## src/rtl/fwd_scoreboard_if.sv

```systemverilog
// Signal bundle between the ID stage / pipeline controller (master) and the
// forwarding scoreboard (slave).
interface fwd_scoreboard_if #(
    parameter int DATA_W   = 32,
    parameter int ADDR_W   = 5,
    parameter int STAGES   = 3,
    parameter int RD_PORTS = 2
);
    logic [STAGES-1:0]          stg_en;
    logic [STAGES-1:0]          stg_flush;
    logic                       iss_valid;
    logic                       iss_wen;
    logic [ADDR_W-1:0]          iss_waddr;
    logic                       iss_load;
    logic [DATA_W-1:0]          res_in;
    logic [DATA_W-1:0]          mem_din;
    logic [RD_PORTS*ADDR_W-1:0] rd_addr;
    logic [RD_PORTS*DATA_W-1:0] rf_data;
    logic [RD_PORTS*DATA_W-1:0] fwd_data;
    logic [RD_PORTS-1:0]        fwd_hit;
    logic                       raw_stall;
    logic                       wb_valid;
    logic                       wb_wen;
    logic [ADDR_W-1:0]          wb_addr;
    logic [DATA_W-1:0]          wb_data;

    modport master (
        output stg_en, stg_flush, iss_valid, iss_wen, iss_waddr, iss_load,
               res_in, mem_din, rd_addr, rf_data,
        input  fwd_data, fwd_hit, raw_stall, wb_valid, wb_wen, wb_addr, wb_data
    );

    modport slave (
        input  stg_en, stg_flush, iss_valid, iss_wen, iss_waddr, iss_load,
               res_in, mem_din, rd_addr, rf_data,
        output fwd_data, fwd_hit, raw_stall, wb_valid, wb_wen, wb_addr, wb_data
    );
endinterface

```

## src/rtl/fwd_scoreboard.sv

```systemverilog
// Forwarding/interlock unit: tracks in-flight register writers EXE..WB, resolves
// ID operand reads to the youngest matching writer and flags load-use hazards.
module fwd_scoreboard #(
    parameter int DATA_W   = 32,
    parameter int ADDR_W   = 5,
    parameter int STAGES   = 3,
    parameter int RD_PORTS = 2,
    parameter int LOAD_STG = 1
) (
    input  logic              clk,
    input  logic              rst,
    fwd_scoreboard_if.slave   bus
);
    logic [STAGES-1:0] r_valid;
    logic [STAGES-1:0] r_wen;
    logic [STAGES-1:0] r_load;
    logic [STAGES-1:0] r_rdy;
    logic [ADDR_W-1:0] r_waddr [STAGES];
    logic [DATA_W-1:0] r_data  [1:STAGES-1];

    logic [DATA_W-1:0]          w_data [STAGES];
    logic [STAGES-1:0]          w_rdy;
    logic [RD_PORTS*DATA_W-1:0] w_fwd_data;
    logic [RD_PORTS-1:0]        w_fwd_hit;
    logic                       w_stall;
    logic [ADDR_W-1:0]          w_addr;
    logic                       w_found;

    // Stage 0 readiness is stored at issue as ~load, equivalent to deriving it live.
    always_comb begin
        w_data[0] = bus.res_in;
        w_rdy[0]  = r_rdy[0];
        for (int unsigned i = 1; i < STAGES; i++) begin
            w_data[i] = r_data[i];
            w_rdy[i]  = r_rdy[i];
            if (i == LOAD_STG && r_load[i]) begin
                w_data[i] = bus.mem_din;
                w_rdy[i]  = 1'b1;
            end
        end
    end

    always_ff @(posedge clk) begin
        if (rst) begin
            r_valid    <= '0;
            r_wen      <= '0;
            r_load     <= '0;
            r_rdy      <= '0;
            r_waddr[0] <= '0;
            for (int unsigned i = 1; i < STAGES; i++) begin
                r_waddr[i] <= '0;
                r_data[i]  <= '0;
            end
        end else begin
            if (bus.stg_flush[0]) begin
                r_valid[0] <= 1'b0;
                r_wen[0]   <= 1'b0;
            end else if (bus.stg_en[0]) begin
                r_valid[0] <= bus.iss_valid;
                r_wen[0]   <= bus.iss_valid & bus.iss_wen;
                r_waddr[0] <= bus.iss_waddr;
                r_load[0]  <= bus.iss_load;
                r_rdy[0]   <= ~bus.iss_load;
            end
            for (int unsigned i = 1; i < STAGES; i++) begin
                if (bus.stg_flush[i]) begin
                    r_valid[i] <= 1'b0;
                    r_wen[i]   <= 1'b0;
                end else if (bus.stg_en[i]) begin
                    r_valid[i] <= r_valid[i-1];
                    r_wen[i]   <= r_wen[i-1];
                    r_waddr[i] <= r_waddr[i-1];
                    r_load[i]  <= r_load[i-1];
                    r_data[i]  <= w_data[i-1];
                    r_rdy[i]   <= (i > LOAD_STG) ? 1'b1 : w_rdy[i-1];
                end
            end
        end
    end

    // Lowest stage index is the youngest writer; older matches are ignored.
    always_comb begin
        w_fwd_data = bus.rf_data;
        w_fwd_hit  = '0;
        w_stall    = 1'b0;
        w_addr     = '0;
        w_found    = 1'b0;
        for (int unsigned p = 0; p < RD_PORTS; p++) begin
            w_addr  = bus.rd_addr[p*ADDR_W +: ADDR_W];
            w_found = 1'b0;
            for (int unsigned i = 0; i < STAGES; i++) begin
                if (!w_found && r_valid[i] && r_wen[i] &&
                    r_waddr[i] == w_addr && w_addr != '0) begin
                    w_found      = 1'b1;
                    w_fwd_hit[p] = 1'b1;
                    if (w_rdy[i])
                        w_fwd_data[p*DATA_W +: DATA_W] = w_data[i];
                    else
                        w_stall = 1'b1;
                end
            end
        end
    end

    assign bus.fwd_data  = w_fwd_data;
    assign bus.fwd_hit   = w_fwd_hit;
    assign bus.raw_stall = w_stall;
    assign bus.wb_valid  = r_valid[STAGES-1];
    assign bus.wb_wen    = r_valid[STAGES-1] & r_wen[STAGES-1];
    assign bus.wb_addr   = r_waddr[STAGES-1];
    assign bus.wb_data   = w_data[STAGES-1];
endmodule
```

## src/flat_wrapper.sv

```systemverilog
// flat-port wrapper written by rule: the top's interface ports become plain ports
module fwd_scoreboard_flat 
#(
    parameter int DATA_W   = 32,
    parameter int ADDR_W   = 5,
    parameter int STAGES   = 3,
    parameter int RD_PORTS = 2,
    parameter int LOAD_STG = 1
)
  (clk, rst, bus_stg_en, bus_stg_flush, bus_iss_valid, bus_iss_wen, bus_iss_waddr, bus_iss_load, bus_res_in, bus_mem_din, bus_rd_addr, bus_rf_data, bus_fwd_data, bus_fwd_hit, bus_raw_stall, bus_wb_valid, bus_wb_wen, bus_wb_addr, bus_wb_data);
  fwd_scoreboard_if #(.DATA_W(DATA_W), .ADDR_W(ADDR_W), .STAGES(STAGES), .RD_PORTS(RD_PORTS)) bus_i ();
  input  logic clk;
  input  logic rst;
  input wire logic [$bits(bus_i.stg_en)-1:0] bus_stg_en;
  input wire logic [$bits(bus_i.stg_flush)-1:0] bus_stg_flush;
  input wire logic [$bits(bus_i.iss_valid)-1:0] bus_iss_valid;
  input wire logic [$bits(bus_i.iss_wen)-1:0] bus_iss_wen;
  input wire logic [$bits(bus_i.iss_waddr)-1:0] bus_iss_waddr;
  input wire logic [$bits(bus_i.iss_load)-1:0] bus_iss_load;
  input wire logic [$bits(bus_i.res_in)-1:0] bus_res_in;
  input wire logic [$bits(bus_i.mem_din)-1:0] bus_mem_din;
  input wire logic [$bits(bus_i.rd_addr)-1:0] bus_rd_addr;
  input wire logic [$bits(bus_i.rf_data)-1:0] bus_rf_data;
  output wire logic [$bits(bus_i.fwd_data)-1:0] bus_fwd_data;
  output wire logic [$bits(bus_i.fwd_hit)-1:0] bus_fwd_hit;
  output wire logic [$bits(bus_i.raw_stall)-1:0] bus_raw_stall;
  output wire logic [$bits(bus_i.wb_valid)-1:0] bus_wb_valid;
  output wire logic [$bits(bus_i.wb_wen)-1:0] bus_wb_wen;
  output wire logic [$bits(bus_i.wb_addr)-1:0] bus_wb_addr;
  output wire logic [$bits(bus_i.wb_data)-1:0] bus_wb_data;
  assign bus_i.stg_en = bus_stg_en;
  assign bus_i.stg_flush = bus_stg_flush;
  assign bus_i.iss_valid = bus_iss_valid;
  assign bus_i.iss_wen = bus_iss_wen;
  assign bus_i.iss_waddr = bus_iss_waddr;
  assign bus_i.iss_load = bus_iss_load;
  assign bus_i.res_in = bus_res_in;
  assign bus_i.mem_din = bus_mem_din;
  assign bus_i.rd_addr = bus_rd_addr;
  assign bus_i.rf_data = bus_rf_data;
  assign bus_fwd_data = bus_i.fwd_data;
  assign bus_fwd_hit = bus_i.fwd_hit;
  assign bus_raw_stall = bus_i.raw_stall;
  assign bus_wb_valid = bus_i.wb_valid;
  assign bus_wb_wen = bus_i.wb_wen;
  assign bus_wb_addr = bus_i.wb_addr;
  assign bus_wb_data = bus_i.wb_data;
  fwd_scoreboard #(.DATA_W(DATA_W), .ADDR_W(ADDR_W), .STAGES(STAGES), .RD_PORTS(RD_PORTS), .LOAD_STG(LOAD_STG)) u_core (.clk(clk), .rst(rst), .bus(bus_i));
endmodule
```

## config.mk

```make
export PLATFORM = sky130hd
export DESIGN_NAME = fwd_scoreboard_flat
export DESIGN_NICKNAME = d
export VERILOG_FILES = /design/src/rtl/fwd_scoreboard_if.sv /design/src/rtl/fwd_scoreboard.sv /design/src/flat_wrapper.sv
export SDC_FILE = /design/constraint.sdc
export NUM_CORES = 1
export LEC_CHECK = 0
export ABC_AREA = 1
export BUFFER_PORTS_ARGS = -buffer_cell sky130_fd_sc_hd__buf_2
export CAP_MARGIN = 20
export CORE_UTILIZATION = 40
export CTS_CLUSTER_SIZE = 16
export DETAILED_ROUTE_END_ITERATION = 8
export PLACE_DENSITY = 0.66
export SYNTH_ARGS = -nofsm -noshare
export SYNTH_HDL_FRONTEND = slang
export SYNTH_SLANG_ARGS = --single-unit
```

## constraint.sdc

```tcl
create_clock -name clk -period 12.1 [get_ports clk]
set_input_delay 2.42 -clock clk [delete_from_list [all_inputs] [get_ports clk]]
set_output_delay 2.42 -clock clk [all_outputs]
set_load 0.005 [all_outputs]
```

==> key figures, run 1 <==
Status
  – Status: finished, final reports clean

Logic synthesis
  – Mapped cell area: between 7000 and 8000 um2
  – Yosys reg bits: 90
  – Multiplexer area fraction after synthesis: 0.0409
  – Post-synth EDFFs: 79
  – Synth area leader: edfxtp_1
  – Synth cell types: 29
  – Syn Nets: ~1.3k
  – Main synth FF type: edfxtp_1
  – Syn_area_per_cell: between 6 and 7 um2
  – Post-synthesis sequential area ratio: 0.342
  – Compound-Gate Fraction of Synth Area: 0.0375
  – Mapped Cells: between 1k and 1.5k
  – Top-area cell type share of the netlist area: 0.313
  – Synth area leaders: edfxtp_1 31%, nand2_1 20%, nand3_1 12%, inv_1 5.7%, nand4_1 5.4%
  – Synth top cells by count: 394 x nand2_1, 175 x nand3_1, 116 x inv_1
  – Post-synthesis simple-gate area fraction: 0.428
  – Most frequent cell after synthesis: nand2_1
  – Largest family of logic cells by synthesized area: simple AND/OR/NAND/NOR gates
  – Synth Area in XOR/XNOR: 0.00347
  – Synth Area in Adders: 0
  – Synth Warn #: 0
  – Asr flop ratio synth: 0

Detailed routing
  – Post-DRT Antenna Nets: 0
  – 1st-iter DRT viols: about 700
  – Vias/cell: about 5.5
  – First-pass DRT Iterations: 7
  – Wire per inst: about 18 um
  – Routed WL: about 28000 um
  – Vias: 8509
  – DRC violations left: 0

Worst setup path
  – CP required: between 9 and 10 ns
  – Critical Path Fanout Max: 70
  – CP Launch Type: primary input
  – Critical path class: in2out
  – Setup crit end kind: output port
  – Critical path data arrival time: roughly 5.6 ns

Pwr
  – Peak VDD IR: ~80 uV
  – Pwr dens: 97.8 nW/um2
  – Pwr Total: between 0.8 and 0.9 mW
  – Leakage: between 4 and 5 nW

STA
  – Final Cycle Share: 0.662
  – Slew margin rel.: 0.337
  – Worst-margin pin slew: about 0.99 ns
  – Final WS setup: 4.09 ns
  – Setup TNS: 0 ns
  – Max-slew violations: 0
  – Final-report setup violation count: 0
  – RSZ-0062 raised after global routing: false
  – Tmin final: ~8.0 ns
  – Hold Vio Cnt, Final: 0
  – Clk_skew: slightly above 0.005 ns
  – Fmax: between 0.1 and 0.15 GHz

CTS
  – Root Buffer Master: clkbuf_16
  – Post-CTS sizing: 0
  – Clock transition at path regs: 0.06 ns
  – Clk sinks: 90
  – CTS tree: done
  – H-tree depth: 3
  – Clock tree buffer depth: 2
  – Total CTS buffers: 9
  – Clock Latency Late Sink: 0.34 ns
  – Hold_buf cts: 0
  – Total setup buffers inserted after CTS: 0

GRT
  – Vias in the first global route: slightly above 8k
  – Largest net degree at the start of global routing: 71
  – Total track usage: 0.287
  – Initial antenna violation count: 4
  – First-pass GRT wire length: around 44000 um
  – GRT overflow: 0

Floorplanning
  – # IOs: 260
  – Die area: 19500 um2
  – Row cnt: 49
  – Core Box Area: 18300 um2
  – Chip height: roughly 140 um
  – Die width: about 140 um
  – Initial Util: 0.415

Placement
  – GP Congestion: between 0.8 and 0.9
  – Placed cells: between 1.5k and 2k
  – Final HPWL DP: between 15000 and 20000 um
  – Dpl ws: between 4 and 5 ns
  – I/O Buffers: 259

Final layout
  – Non-Filler Instances: around 1.6k
  – Post-layout util: 0.494
  – Synth-to-layout area growth: 19.0%
  – Share of layout cells above drive strength 1: 0.237
  – Reg area: about 2600 um2
  – Fillers: ~1.9k
  – Nets@finish: 1478
  – Multi-input gate area: 3890 um2

Worst hold path
  – Class of the worst hold path: reg2reg

Flow run
  – Maxcap violations: 0
-- worst max-delay path, stage by stage --
cell and delay (ns):
buf_2 0.13, inv_1 0.12, nand3_1 0.19, inv_1 0.14, nor2_4 0.04, buf_4 0.27, nand2_4 0.66, nand3_2 0.87
nand3_1 0.29, nand3_1 0.14, nand2_1 0.15, buf_2 0.13
-- cell families (layout without fill, tap and decap cells) --
kind of cell,count (synthesis),after routing
compound gates,55,55
xor+xnor,3,3
buf+inv,239,412
flops,90,90
mux,31,31
other cells,0,3
simple gates,738,738
-- placed cells by master (no fill, tap or decap), drive strengths merged, types with 10 or more instances in the layout --
cell type,instances
mux2i,31
edfxtp,79
nand4,67
buf,270
a21oi,10
clkbuf,12
o21ai,41
nand3,177
inv,125
nand2,396
dfxtp,11
nor2,94
-- flip-flops by register name, summed over array words and instances, names as in the netlist --
| signal | cells |
|---|---|
| u_core.r_rdy | 3 |
| u_core.r_data | 64 |
| u_core.r_load | 2 |
| u_core.r_valid | 3 |
| u_core.r_wen | 3 |
| u_core.r_waddr | 15 |
-- area by class of cell --
class                           instances  area share
Multi-Input combinational cell        827       0.431
Sequential cell                        90       0.288
Timing Repair Buffer                  270       0.158
Inverter                              126      0.0524
Tap cell                              229      0.0318
Clock buffer                           12      0.0273
Clock inverter                          4      0.0110
Antenna cell                            3    0.000832
-- stage by stage --
stage	area, um2	hold WS (ns)
floorplan	7580	0.435
global placement	8600	0.449
detailed placement	8620	0.455
CTS	8960	0.465
global route	9020	0.502
finish	9020	0.464
-- final timing paths --
check / from / end / slack (ns) / depth (start not counted)
worst max-delay path: bus_rd_addr[9] / bus_fwd_data[63] / 4.09 / 12
worst min-delay path: u_core.r_wen[2] / u_core.r_wen[2] / 0.46 / 2
worst max register to register: u_core.r_rdy[0] / u_core.r_rdy[0] / 10.22 / 4
worst min register to register: u_core.r_wen[2] / u_core.r_wen[2] / 0.46 / 2
-- power by group --
| group | switching (mW) | internal, mW | total (mW) |
|---|---|---|---|
| logic | 0.103 | 0.0636 | 0.166 |
| registers | 0.0190 | 0.362 | 0.381 |
| clock network | 0.127 | 0.208 | 0.336 |
| total | 0.249 | 0.634 | 0.882 |
-- per-layer routing --
| metal | up-vias | track usage | routed length (um) |
|---|---|---|---|
| met4 | 2 | 0.116 | 686 |
| met5 | - | 0 | 13 |
| met2 | 537 | 0.468 | 12900 |
| li1 | 4065 | - | - |
| met1 | 3842 | 0.379 | 11700 |
| met3 | 63 | 0.0437 | 2750 |
(Power assumes the default switching activity.)
==> inputs of run 2 (changes only) <==
--- a/config.mk
+++ b/config.mk
@@ -5,13 +5,13 @@
 export SDC_FILE = /design/constraint.sdc
 export NUM_CORES = 1
 export LEC_CHECK = 0
-export ABC_AREA = 1
+export ABC_AREA = 0
 export BUFFER_PORTS_ARGS = -buffer_cell sky130_fd_sc_hd__buf_2
 export CAP_MARGIN = 20
 export CORE_UTILIZATION = 40
 export CTS_CLUSTER_SIZE = 16
 export DETAILED_ROUTE_END_ITERATION = 8
-export PLACE_DENSITY = 0.66
+export PLACE_DENSITY = 0.7
 export SYNTH_ARGS = -nofsm -noshare
 export SYNTH_HDL_FRONTEND = slang
 export SYNTH_SLANG_ARGS = --single-unit
==> constraint.sdc (replaced) <==
create_clock -name clk -period 6.59 [get_ports clk]
set_input_delay 1.318 -clock clk [delete_from_list [all_inputs] [get_ports clk]]
set_output_delay 1.318 -clock clk [all_outputs]
set_load 0.005 [all_outputs]
==> run 2 against run 1 <==
Against the previous run:
- register-to-register slack got worse by 5.3 ns
- combinational power is 44% higher
- via count is 37% lower
- clock skew grew 0.0062 ns
- worst setup slack got worse by 3.1 ns
- first-iteration DRC count fell by 68%
- critical endpoint unchanged
- global-route usage down 6.8 points
- largest cell class unchanged
- routed wire length decreased by 31%
==> key figures, run 2 <==
Floorplanning
  – Row cnt: 46
  – # IOs: 260
  – Core Box Area: 16000 um2
  – Chip height: 130 um
  – Initial Util: 0.412
  – Die width: ~130 um
  – Die area: between 15000 and 20000 um2

Logic synthesis
  – Most frequent cell after synthesis: mux2i_1
  – Top-area cell type share of the netlist area: 0.360
  – Post-synthesis simple-gate area fraction: 0.126
  – Syn_area_per_cell: around 11 um2
  – Synth area leaders: edfxtp_1 36%, mux2i_1 20%, mux2_2 11%, buf_4 4.6%, dfxtp_1 3.3%
  – Synth Area in XOR/XNOR: 0.0359
  – Asr flop ratio synth: 0
  – Largest family of logic cells by synthesized area: multiplexers
  – Synth cell types: a little under 50
  – Synth area leader: edfxtp_1
  – Multiplexer area fraction after synthesis: 0.313
  – Yosys reg bits: 90
  – Synth Warn #: 0
  – Syn Nets: approximately 770
  – Post-synth EDFFs: 79
  – Mapped Cells: about 610
  – Compound-Gate Fraction of Synth Area: 0.0552
  – Main synth FF type: edfxtp_1
  – Post-synthesis sequential area ratio: 0.393
  – Mapped cell area: 6590 um2
  – Synth top cells by count: 134 x mux2i_1, 79 x edfxtp_1, 62 x mux2_2
  – Synth Area in Adders: 0

GRT
  – Total track usage: 0.219
  – First-pass GRT wire length: between 20000 and 30000 um
  – GRT overflow: 0
  – Vias in the first global route: 5180
  – Largest net degree at the start of global routing: 39
  – Global-route layer with the greatest usage: met2
  – Initial antenna violation count: 0
  – Met2 Usage GRT: 0.400
  – Met1 global-route usage: 0.262
  – GR Util met3: 0.0399

CTS
  – Clock transition at path regs: roughly 0.070 ns
  – Total CTS buffers: 9
  – Clk sinks: 90
  – CTS tree: done
  – Total setup buffers inserted after CTS: 0
  – Hold_buf cts: 0
  – Post-CTS sizing: 0
  – Root Buffer Master: clkbuf_16
  – H-tree depth: 3
  – Clock tree buffer depth: 2
  – Clock Latency Late Sink: between 0.3 and 0.4 ns

Detailed routing
  – First-pass DRT Iterations: 4
  – Routed WL: ~19000 um
  – Post-DRT Antenna Nets: 0
  – Wire per inst: 18.7 um
  – DRC violations left: 0
  – Vias/cell: about 5.2
  – Vias: 5395
  – 1st-iter DRT viols: approximately 230

Placement
  – I/O Buffers: approximately 260
  – Placed cells: 1024
  – GP Congestion: 0.889
  – Final HPWL DP: 13700 um

Pwr
  – Clock power frac: 0.364
  – Sequential cell fraction of total power: 0.473
  – P_sw: about 0.38 mW
  – Internal power: 1.08 mW
  – Combinational group share of total power: 0.164
  – Peak VDD IR: 118 uV
  – Sw Share: 0.261
  – Leakage: about 3.8 nW
  – Pwr dens: approximately 180 nW/um2

Final layout
  – Synth-to-layout area growth: 22.7%
  – Top reg by flops: u_core.r_data
  – Nets@finish: 973
  – Ant. Diodes: 0
  – Largest regs: u_core.r_data x64, u_core.r_waddr x15
  – Share of layout cells above drive strength 1: 0.450
  – Largest register FFs: 64
  – Most common cell after layout, fill and taps aside: buf_2
  – Non-Filler Instances: about 1.0k
  – Commonest non-fill, non-tap cells in the layout: 259 x buf_2, 134 x mux2i_1, 79 x edfxtp_1

Worst setup path
  – Most frequent CP cell: buf_2
  – CP max stage delay: around 0.93 ns
  – Worst-path cell chain: buf_2 > or4_1 > or2_1 > and4_1 > or3b_2 > mux2_2 > o21ai_0 > buf_2
  – Critical path data arrival time: 4.30 ns
  – Critical Path Fanout Max: 32
  – CP required: roughly 5.3 ns
  – CP max stage cell: or3b_2
  – CP Launch Type: primary input
  – Setup crit end kind: output port
  – Critical path class: in2out

STA
  – Max-slew violations: 0
  – Worst-margin pin slew: around 1.1 ns
  – Fmax: around 0.18 GHz
  – Setup TNS: 0 ns
  – RSZ-0062 raised after global routing: false
  – Final Cycle Share: 0.853
  – Final-report setup violation count: 0
  – Tmin final: 5.62 ns
  – Clk_skew: 0.0114 ns
  – Slew margin rel.: 0.274
  – Hold Vio Cnt, Final: 0

Worst hold path
  – Class of the worst hold path: reg2reg

Status
  – Status: finished, final reports clean

Flow run
  – Maxcap violations: 0
[run 2: area by class of cell]
class | instances | area (um2)
Fill cell | 1514 | 7910
Multi-Input combinational cell | 441 | 3510
Sequential cell | 90 | 2590
Timing Repair Buffer | 270 | 1390
Tap cell | 216 | 270
Clock buffer | 9 | 225
Clock inverter | 7 | 73.8
Inverter | 7 | 26.3
[run 2: layer usage]
layer	up-vias	wire length, um
met4	0	239
met3	19	1170
met5	-	0
met2	198	9720
li1	2586	-
met1	2592	8300
[run 2: logic make-up (layout without fill, tap and decap cells)]
group,Yosys count,count (layout)
AOI/OAI and AO/OA,51,51
xor gates and xnor gates,27,27
and+or+nand+nor,165,165
muxes,198,198
buffers and inverters,83,293
DFF,90,90
[run 2: critical path: cells and delay by family]
kind / cells / cell delay (ns)
AO/OA/AOI/OAI: 1 / 0.29
buffers and inverters: 2 / 0.32
multiplexers: 1 / 0.41
AND/OR/NAND/NOR: 4 / 1.96
[run 2: worst paths after layout]
check / startpoint / to / slack [ns] / cells after the start
max: bus_rd_addr[6] / bus_fwd_data[63] / 0.97 / 8
min: u_core.r_load[0] / u_core.r_load[1] / 0.46 / 2
min reg2reg: u_core.r_load[0] / u_core.r_load[1] / 0.46 / 2
max reg2reg: u_core.r_load[1] / u_core.r_data[2][0] / 4.88 / 3
[run 2: stage by stage]
step                utilization  instance area (um2)  power, mW  hold slack [ns]  worst slack (ns)
finish                    0.506                 8090       1.46            0.458             0.967
global route              0.506                 8090       1.52            0.502             0.855
CTS                       0.506                 8090       1.47            0.458             0.969
detailed placement        0.487                 7790      0.940            0.443             0.970
global placement          0.487                 7790      0.935            0.443              1.01
floorplan                     -                 6590      0.830            0.424              2.02
[run 2: power by group through the flow]
stage	registers (mW)	logic, mW	clock network (mW)
after floorplan	0.692	0.138	0
after global placement	0.700	0.235	0
after detailed placement	0.702	0.239	0
after CTS	0.689	0.240	0.543
after global routing	0.694	0.262	0.559
final	0.690	0.239	0.530
